<file path="src/rtl/btn_pkg.sv">
// btn_pkg: shared FSM states, button indices and default timing for btn_conditioner.
package btn_pkg;
    typedef enum logic [1:0] {IDLE, PRESS_WAIT, HELD, REL_WAIT} btn_state_t;

    localparam int BTN_C = 0;
    localparam int BTN_U = 1;
    localparam int BTN_L = 2;
    localparam int BTN_R = 3;
    localparam int BTN_D = 4;

    localparam int DEF_NUM_BTNS        = 5;
    localparam int DEF_DEBOUNCE_CYCLES = 1_000_000;
    localparam int DEF_REPEAT_DELAY    = 50_000_000;
    localparam int DEF_REPEAT_PERIOD   = 10_000_000;

    // Repeat timings only widen the counter when auto-repeat is built in.
    function automatic int cnt_width(int db, int rd, int rp, bit repeat_en);
        int m;
        m = db;
        if (repeat_en) begin
            m = (rd > m) ? rd : m;
            m = (rp > m) ? rp : m;
        end
        return $clog2(m + 1);
    endfunction
endpackage

</file>
<file path="src/rtl/btn_debounce_fsm.sv">
// btn_debounce_fsm: synchroniser, debounce counter and press/release FSM for one button.
// Defining BTN_AUTOREPEAT_EN adds repeated press strobes while the button is held.
module btn_debounce_fsm
    import btn_pkg::*;
#(
    parameter int DEBOUNCE_CYCLES = DEF_DEBOUNCE_CYCLES,
    parameter int REPEAT_DELAY    = DEF_REPEAT_DELAY,
    parameter int REPEAT_PERIOD   = DEF_REPEAT_PERIOD
) (
    input  logic clk,
    input  logic rst,
    input  logic raw,
    output logic level,
    output logic press,
    output logic rel
);
`ifdef BTN_AUTOREPEAT_EN
    localparam bit REPEAT_EN = 1'b1;
`else
    localparam bit REPEAT_EN = 1'b0;
`endif
    localparam int CW = cnt_width(DEBOUNCE_CYCLES, REPEAT_DELAY, REPEAT_PERIOD, REPEAT_EN);
    localparam logic [CW-1:0] DB_LAST = CW'(DEBOUNCE_CYCLES - 1);
    localparam logic [CW-1:0] CNT_MAX = '1;
`ifdef BTN_AUTOREPEAT_EN
    localparam logic [CW-1:0] RD_LAST = CW'(REPEAT_DELAY - 1);
    localparam logic [CW-1:0] RP_LAST = CW'(REPEAT_PERIOD - 1);
`endif

    btn_state_t state, state_n;
    logic [CW-1:0] cnt, cnt_n, inc;
    logic meta, sync, phase, phase_n, press_n, rel_n;

    assign inc = (cnt == CNT_MAX) ? cnt : cnt + 1'b1;
    assign level = (state == HELD) || (state == REL_WAIT);

    always_comb begin
        state_n = state;
        cnt_n = cnt;
        phase_n = phase;
        press_n = 1'b0;
        rel_n = 1'b0;
        case (state)
            IDLE: if (sync) begin
                state_n = PRESS_WAIT;
                cnt_n = CW'(1);
            end
            PRESS_WAIT: if (!sync) begin
                state_n = IDLE;
                cnt_n = '0;
            end else if (cnt == DB_LAST) begin
                state_n = HELD;
                cnt_n = '0;
                press_n = 1'b1;
            end else cnt_n = inc;
            HELD: if (!sync) begin
                state_n = REL_WAIT;
                cnt_n = CW'(1);
                phase_n = 1'b0;
            end
`ifdef BTN_AUTOREPEAT_EN
            else if (cnt == (phase ? RP_LAST : RD_LAST)) begin
                cnt_n = '0;
                phase_n = 1'b1;
                press_n = 1'b1;
            end else cnt_n = inc;
`endif
            REL_WAIT: if (sync) begin
                state_n = HELD;
                cnt_n = '0;
            end else if (cnt == DB_LAST) begin
                state_n = IDLE;
                cnt_n = '0;
                rel_n = 1'b1;
            end else cnt_n = inc;
            default: state_n = IDLE;
        endcase
    end

    always_ff @(posedge clk) begin
        if (rst) begin
            meta <= 1'b0;
            sync <= 1'b0;
            state <= IDLE;
            cnt <= '0;
            phase <= 1'b0;
            press <= 1'b0;
            rel <= 1'b0;
        end else begin
            meta <= raw;
            sync <= meta;
            state <= state_n;
            cnt <= cnt_n;
            phase <= phase_n;
            press <= press_n;
            rel <= rel_n;
        end
    end
endmodule

</file>
<file path="src/rtl/btn_conditioner.sv">
// btn_conditioner: per-button sync, debounce and press/release strobes, bits {D,R,L,U,C}.
// Auto-repeat of btn_press is enabled by defining BTN_AUTOREPEAT_EN.
module btn_conditioner
    import btn_pkg::*;
#(
    parameter int NUM_BTNS        = DEF_NUM_BTNS,
    parameter int DEBOUNCE_CYCLES = DEF_DEBOUNCE_CYCLES,
    parameter int REPEAT_DELAY    = DEF_REPEAT_DELAY,
    parameter int REPEAT_PERIOD   = DEF_REPEAT_PERIOD
) (
    input  logic                clk,
    input  logic                rst,
    input  logic [NUM_BTNS-1:0] btn_raw,
    output logic [NUM_BTNS-1:0] btn_level,
    output logic [NUM_BTNS-1:0] btn_press,
    output logic [NUM_BTNS-1:0] btn_release
);
    for (genvar i = 0; i < NUM_BTNS; i++) begin : g_btn
        btn_debounce_fsm #(
            .DEBOUNCE_CYCLES(DEBOUNCE_CYCLES),
            .REPEAT_DELAY(REPEAT_DELAY),
            .REPEAT_PERIOD(REPEAT_PERIOD)
        ) u_fsm (
            .clk(clk),
            .rst(rst),
            .raw(btn_raw[i]),
            .level(btn_level[i]),
            .press(btn_press[i]),
            .rel(btn_release[i])
        );
    end
endmodule

</file>
<file path="config.mk">
export PLATFORM = sky130hd
export DESIGN_NAME = btn_conditioner
export DESIGN_NICKNAME = d
export VERILOG_FILES = /design/src/rtl/btn_pkg.sv /design/src/rtl/btn_debounce_fsm.sv /design/src/rtl/btn_conditioner.sv
export SDC_FILE = /design/constraint.sdc
export NUM_CORES = 1
export LEC_CHECK = 0
export BUFFER_PORTS_ARGS = -buffer_cell sky130_fd_sc_hd__buf_2
export CAP_MARGIN = 20
export CORE_UTILIZATION = 40
export DETAILED_ROUTE_END_ITERATION = 8
export SKIP_CTS_REPAIR_TIMING = 1
export SLEW_MARGIN = 30
export SYNTH_ARGS = -nofsm -noshare
export SYNTH_HDL_FRONTEND = slang
export SYNTH_SLANG_ARGS = --single-unit
</file>
<file path="constraint.sdc">
create_clock -name clk -period 2 [get_ports clk]
set_clock_uncertainty 0.1 [all_clocks]
set_input_delay 0.6 -clock clk [delete_from_list [all_inputs] [get_ports clk]]
set_output_delay 0.6 -clock clk [all_outputs]
set_load 0.005 [all_outputs]
</file>
* Word-level counts from Yosys, hierarchy flattened
Cells that the tools add are included.
** Word-level totals
- Word-level logic and storage cells :: 200
- Output and inout port bits :: 15
- Register bits :: 130
** Cells by class
- Reductions and logical operators :: 30
- Bitwise logic cells :: 15
- Add/subtract/negate cells :: 5
- Multiplexer cells :: 75
- Eq/ne operators :: 45
** Operators with widths (count)
- 2-to-1 mux 20 bit :: 30
- one-hot mux 20 bit (4 select lines) :: 5
- == test 20 bit (second input constant) :: 10
- adder 20 x 1 -> 20 bit (second input constant) :: 5
- 2-to-1 mux 2 bit :: 30
- one-hot mux 2 bit (4 select lines) :: 5
- OR reduction 3 bit :: 10
- == test 2 bit (second input constant) :: 10
- AND reduction 4 bit :: 5
- inequality test 3 x 2 -> 1 bit (second input constant) :: 5
- inequality test 3 bit (second input constant) :: 5
- inverter 1 bit :: 15
- == test 2 x 1 -> 1 bit (second input constant) :: 5
- zero test 2 bit :: 5
- inequality test 2 x 1 -> 1 bit (second input constant) :: 5
- inequality test 2 bit (second input constant) :: 5
- AND reduction 2 bit :: 5
- logical OR 1 bit :: 5
- 2-to-1 mux 1 bit :: 5

* Depth between registers and ports, before layout
- Depth after elaboration :: 5
- Mapped depth :: 8

* Modules after synthesis
A second synthesis with hierarchy kept.
** Unflattened totals
- Cell total of the unflattened synthesis :: 885
- Area, all modules :: 7382.1 um^2
** Modules (own cells, without submodules)
- btn_debounce_fsm (g_btn[0].u_fsm ...) :: area each 1463.9 um^2, cells an instance 176, sequential area each 520.5 um^2, instances 4
- btn_debounce_fsm (g_btn[4].u_fsm) :: area each 1526.5 um^2, cells an instance 181, sequential area each 520.5 um^2, instances 1

* Worst setup path before layout
OpenSTA, ideal clock, no wires.
- Kind :: reg-to-reg
- Start point :: register g_btn[2].u_fsm.cnt[0]
- End point :: register g_btn[2].u_fsm.cnt[1]
- Arrival time :: 1.948 ns
- Slack :: -0.175 ns
- Buffers on the path :: 2
- Stages on the path, launching flop included :: 9
- Library setup time :: 0.128 ns
- Required time :: 1.772 ns
- Cells stage by stage :: dfxtp_1 ha_1 nand4_1 or4_4 o211a_1 buf_6 buf_6 a32oi_1 nor2_1
** On the way
- Cells in the longest elaborated chain, start to end :: 5
** RTL lines
- from (decl) :: line btn_debounce_fsm.sv:31 : logic [CW-1:0] cnt, cnt_n, inc;
- from (signal assigned) :: line btn_debounce_fsm.sv:93 : cnt <= cnt_n;
- adder 20 x 1 -> 20 bit / == test 20 bit (equally long branches) :: line btn_debounce_fsm.sv:34 : assign inc = (cnt == CNT_MAX) ? cnt : cnt + 1'b1;
- 2-to-1 mux 20 bit :: line btn_debounce_fsm.sv:34
- 2-to-1 mux 20 bit * :: line btn_debounce_fsm.sv:51, btn_debounce_fsm.sv:71
- 2-to-1 mux 20 bit (on tied branches) :: line btn_debounce_fsm.sv:68, btn_debounce_fsm.sv:48
- one-hot mux 20 bit (4 select lines) * :: line btn_debounce_fsm.sv:43 : case (state)
Mark *: on every way between the ends. The rest lies on a longest branch, timed or not.
A chain may end at the register's enable or synchronous reset.

* Final worst setup path
- Start point :: register g_btn[4].u_fsm.cnt[7]
- End point :: register g_btn[4].u_fsm.cnt[15]
** On the way
- Cells in the longest elaborated chain, start to end :: 5
** RTL lines (line)
- from (decl) :: btn_debounce_fsm.sv:31
- from (signal assigned) :: btn_debounce_fsm.sv:93
- adder 20 x 1 -> 20 bit / == test 20 bit (equally long branches) :: btn_debounce_fsm.sv:34
- 2-to-1 mux 20 bit :: btn_debounce_fsm.sv:34
- 2-to-1 mux 20 bit * :: btn_debounce_fsm.sv:51, btn_debounce_fsm.sv:71
- 2-to-1 mux 20 bit (on tied branches) :: btn_debounce_fsm.sv:68, btn_debounce_fsm.sv:48
- one-hot mux 20 bit (4 select lines) * :: btn_debounce_fsm.sv:43
Marked as above.

==> reports/results.md <==
| Result | This run | Unit |
| --- | --- | --- |
| Result of the run | complete, but fails checks | - |
| Violated checks | negative setup slack | - |
| CP Class | flip-flop to flip-flop | - |
| Distinct cell type count after synthesis | 75 | - |
| Via count of the first global-routing pass | 6,354 | - |
| Cell accounting for the most synthesized area | sky130_fd_sc_hd__dfxtp_1 | - |
| Std cell rows | 47 | - |
| Clock Sink Count | 130 | - |
| Core Footprint | 16,700 | um2 |
| Max clock buf depth | 2 | - |
| Aggregate routed wire length | 18,880 | um |
| Placed cells | 1,226 | - |
| Cell count after synthesis | 858 | - |
| Cell chosen for the clock root | sky130_fd_sc_hd__clkbuf_16 | - |
| Final Wtd Congestion | 0.8712 | - |
| Largest cells by area after synthesis | sky130_fd_sc_hd__dfxtp_1, sky130_fd_sc_hd__a21oi_1, sky130_fd_sc_hd__nor2_1, sky130_fd_sc_hd__o21ai_0, sky130_fd_sc_hd__nand2_1 | - |
| CP cell instances | or4_4 -> nor4_4 -> a21oi_2 -> buf_6 -> o21a_1 -> o21ai_1 -> a21oi_1 | - |
| HPWL reported at the end of detailed placement | 12,640 | um |
| Category of the worst setup path capture point | flip-flop | - |
| Fraction of final layout cells with drive strength greater than 1 | 36.62 | % |
| Cell Area, Synth | 6898 | um2 |
| Final critical path time including I/O delays and setup | 2.132 | ns |
| Clock tree from TritonCTS | built | - |
| Global-route wire length before repair | 29,750 | um |
| Highest Clock Rate | 469.1 | MHz |
| Maximum number of pins on one net before global-route repair | 53 | - |
| TritonCTS buffer count | 17 | - |
| Final worst path period share | 106.6 | % |
| Number of enable-type register cells in the synthesized netlist | 0 | - |
| Total via count after detailed routing | 7,094 | - |
| H-tree levels | 4 | - |
| Horiz. Die Dim | 133.3 | um |
| Remaining antenna violation count | 0 | - |
| Flop and latch count out of synthesis | 130 | - |
| Cell at the slowest stage of the critical path | sky130_fd_sc_hd__or4_4 | - |
| Maximum net fanout on the critical path | 5 | - |
| Worst path required time | 2.20 | ns |
| Slowest Stage Delay on Critical Path | 0.53 | ns |
| Number of search-and-repair iterations in the first detailed-routing pass | 6 | - |
| Clk pin slew, worst setup/hold paths | 0.06 | ns |
| Worst hold slack across all endpoints | 0.2903 | ns |
| Crit path DAT | 2.33 | ns |
| Number of nets in the synthesized netlist | 870 | - |
| Worst Hold Class | primary input to flip-flop | - |
| Worst setup margin | -0.1315 | ns |
| Synth top area share | 37.73 | % |
| Max Slew Vio Count | 0 | - |
| Final routed DRC violation total | 0 | - |
| Max-Slew Margin vs Limit | 62.91 | % |
| Antenna violations before repair | 0 | - |
| Yosys Warn Count | 0 | - |
| Startpoint class of the critical path | flip-flop | - |
| Slew of the pin with the lowest slew margin | 0.5543 | ns |
| Full die area | 17,770 | um2 |
| Async SR Flop Fraction | 0 | % |
| Number of vias per cell after detailed routing | 5.568 | - |
| Y dimension of the die | 133.3 | um |
| RSZ-0062 raised after global routing | true | - |
| Number of filler cells placed in the layout | 1,504 | - |
| Post-synthesis sequential area ratio | 37.73 | % |
| Total overflow reported by the global router | 0 | - |
| Nets@finish | 1,053 | - |
| Max IR drop VDD | 0.0006493 | V |
| Power per unit of standard cell area | 644.7 | nW/um2 |
| Number of maximum-capacitance constraint violations | 0 | - |
| Initial drt markers | 471 | - |
| Average wire per standard cell | 14.82 | um |
| Number of placed I/O pins | 22 | - |
| Leakage | 3.635 | nW |
| Main synth FF type | sky130_fd_sc_hd__dfxtp_1 | - |
| Area overhead of the layout relative to synthesis | 41.79 | % |
| Final cell count without fillers | 1,274 | - |
| Final count of negative-setup-slack endpoints | 49 | - |
| Clock insertion delay at the later pin of the skew report | 0.42 | ns |
| Setup slack at placement | -0.1404 | ns |
| All-layer global routing usage | 20.36 | % |
| Most numerous cell types in the synthesized netlist | sky130_fd_sc_hd__dfxtp_1, sky130_fd_sc_hd__nor2_1, sky130_fd_sc_hd__a21oi_1, sky130_fd_sc_hd__nand2_1, sky130_fd_sc_hd__o21ai_0 | - |
| Starting utilization of the core area | 41.30 | % |
| Final hold viol count | 0 | - |
| Synthesized area divided by synthesized cell count | 8.039 | um2 |
| PortBufs | 21 | - |
| N_diodes | 0 | - |
| Top-count cell post-synth | sky130_fd_sc_hd__dfxtp_1 | - |
[flip-flops by register name (all words and copies together), names as in the netlist, named ones only]
name and flops:
g_btn.u_fsm.cnt 100, g_btn.u_fsm.meta 5, g_btn.u_fsm.press 5, g_btn.u_fsm.rel 5, g_btn.u_fsm.state 5, g_btn.u_fsm.sync 5
[metrics by stage]
| stage | total power [mW] | util, % | TNS (ns) | area, um2 |
|---|---|---|---|---|
| after floorplan | 2.871 | - | -0.4196 | 6948 |
| after global placement | 3.001 | 50.41 | -1.323 | 8419 |
| after detailed placement | 3.003 | 50.41 | -2.382 | 8419 |
| after CTS | 6.337 | 54.23 | -3.365 | 9056 |
| after global routing | 6.513 | 58.56 | -7.827 | 9781 |
| final | 6.305 | 58.56 | -2.505 | 9781 |
[metal layers]
| layer | global-route usage [%] | up-vias | share of wire (%) |
|---|---|---|---|
| li1 | - | 3574 | - |
| met1 | 28.86 | 3340 | 49 |
| met2 | 30.93 | 161 | 46 |
| met3 | 3.881 | 19 | 4.1 |
| met4 | 6.629 | 0 | 1.0 |
| met5 | 0 | - | 0 |
[worst paths after layout]
check | start | endpoint | slack (ns) | cells past startpoint
worst min register to register | g_btn[1].u_fsm.meta | g_btn[1].u_fsm.sync | 0.33 | 1
worst max-delay path | g_btn[4].u_fsm.cnt[7] | g_btn[4].u_fsm.cnt[15] | -0.13 | 7
worst min-delay path | btn_raw[0] | g_btn[0].u_fsm.meta | 0.29 | 2
worst max register to register | g_btn[4].u_fsm.cnt[7] | g_btn[4].u_fsm.cnt[15] | -0.13 | 7
[kinds of logic (layout without fill, tap and decap cells)]
logic type               after synthesis  in the layout  synth area share, %
flip-flops                           130            130                37.73
XOR/XNOR                              18             18                2.285
AND/OR/NAND/NOR                      398            398                31.47
buffers and inverters                 69            265                5.460
AO/OA/AOI/OAI                        232            232                21.28
multiplexers                           6              6               0.8707
adder cells (fa/ha/maj)                5              5               0.9069
[critical path: cells and delay by family (launching register included)]
kind,cells,cell delay (ns)
buf+inv,1,0.17
compound gates,4,0.51
flops,1,0.35
simple gates,2,0.90
[layout make-up]
cell class                      instances  area [um2]  area share [%]
Clock buffer                           20       456.7           4.669
Sequential cell                       130        2631           26.90
Timing Repair Buffer                  223        1735           17.74
Inverter                               10       37.54          0.3838
Multi-Input combinational cell        659        4464           45.64
Clock inverter                         12       180.2           1.842
Tap cell                              220       275.3           2.814
[cells in the final DEF, fill, tap and decap left out, drive strengths merged, types with 14 or more instances in the layout]
| master | n |
|---|---|
| nor2b | 15 |
| clkbuf | 22 |
| a21oi | 75 |
| buf | 221 |
| o21ai | 59 |
| nand4 | 29 |
| a31oi | 22 |
| a311oi | 14 |
| nand2 | 73 |
| nand3 | 36 |
| dfxtp | 130 |
| and3 | 14 |
| nor2 | 86 |
| nor3 | 43 |
[power breakdown]
group	internal, mW	switching (mW)
Clock	2.15	1.17
Combinational	0.143	0.195
Sequential	2.62	0.0251
Total	4.91	1.39
Power figures use the tool's default switching activity.
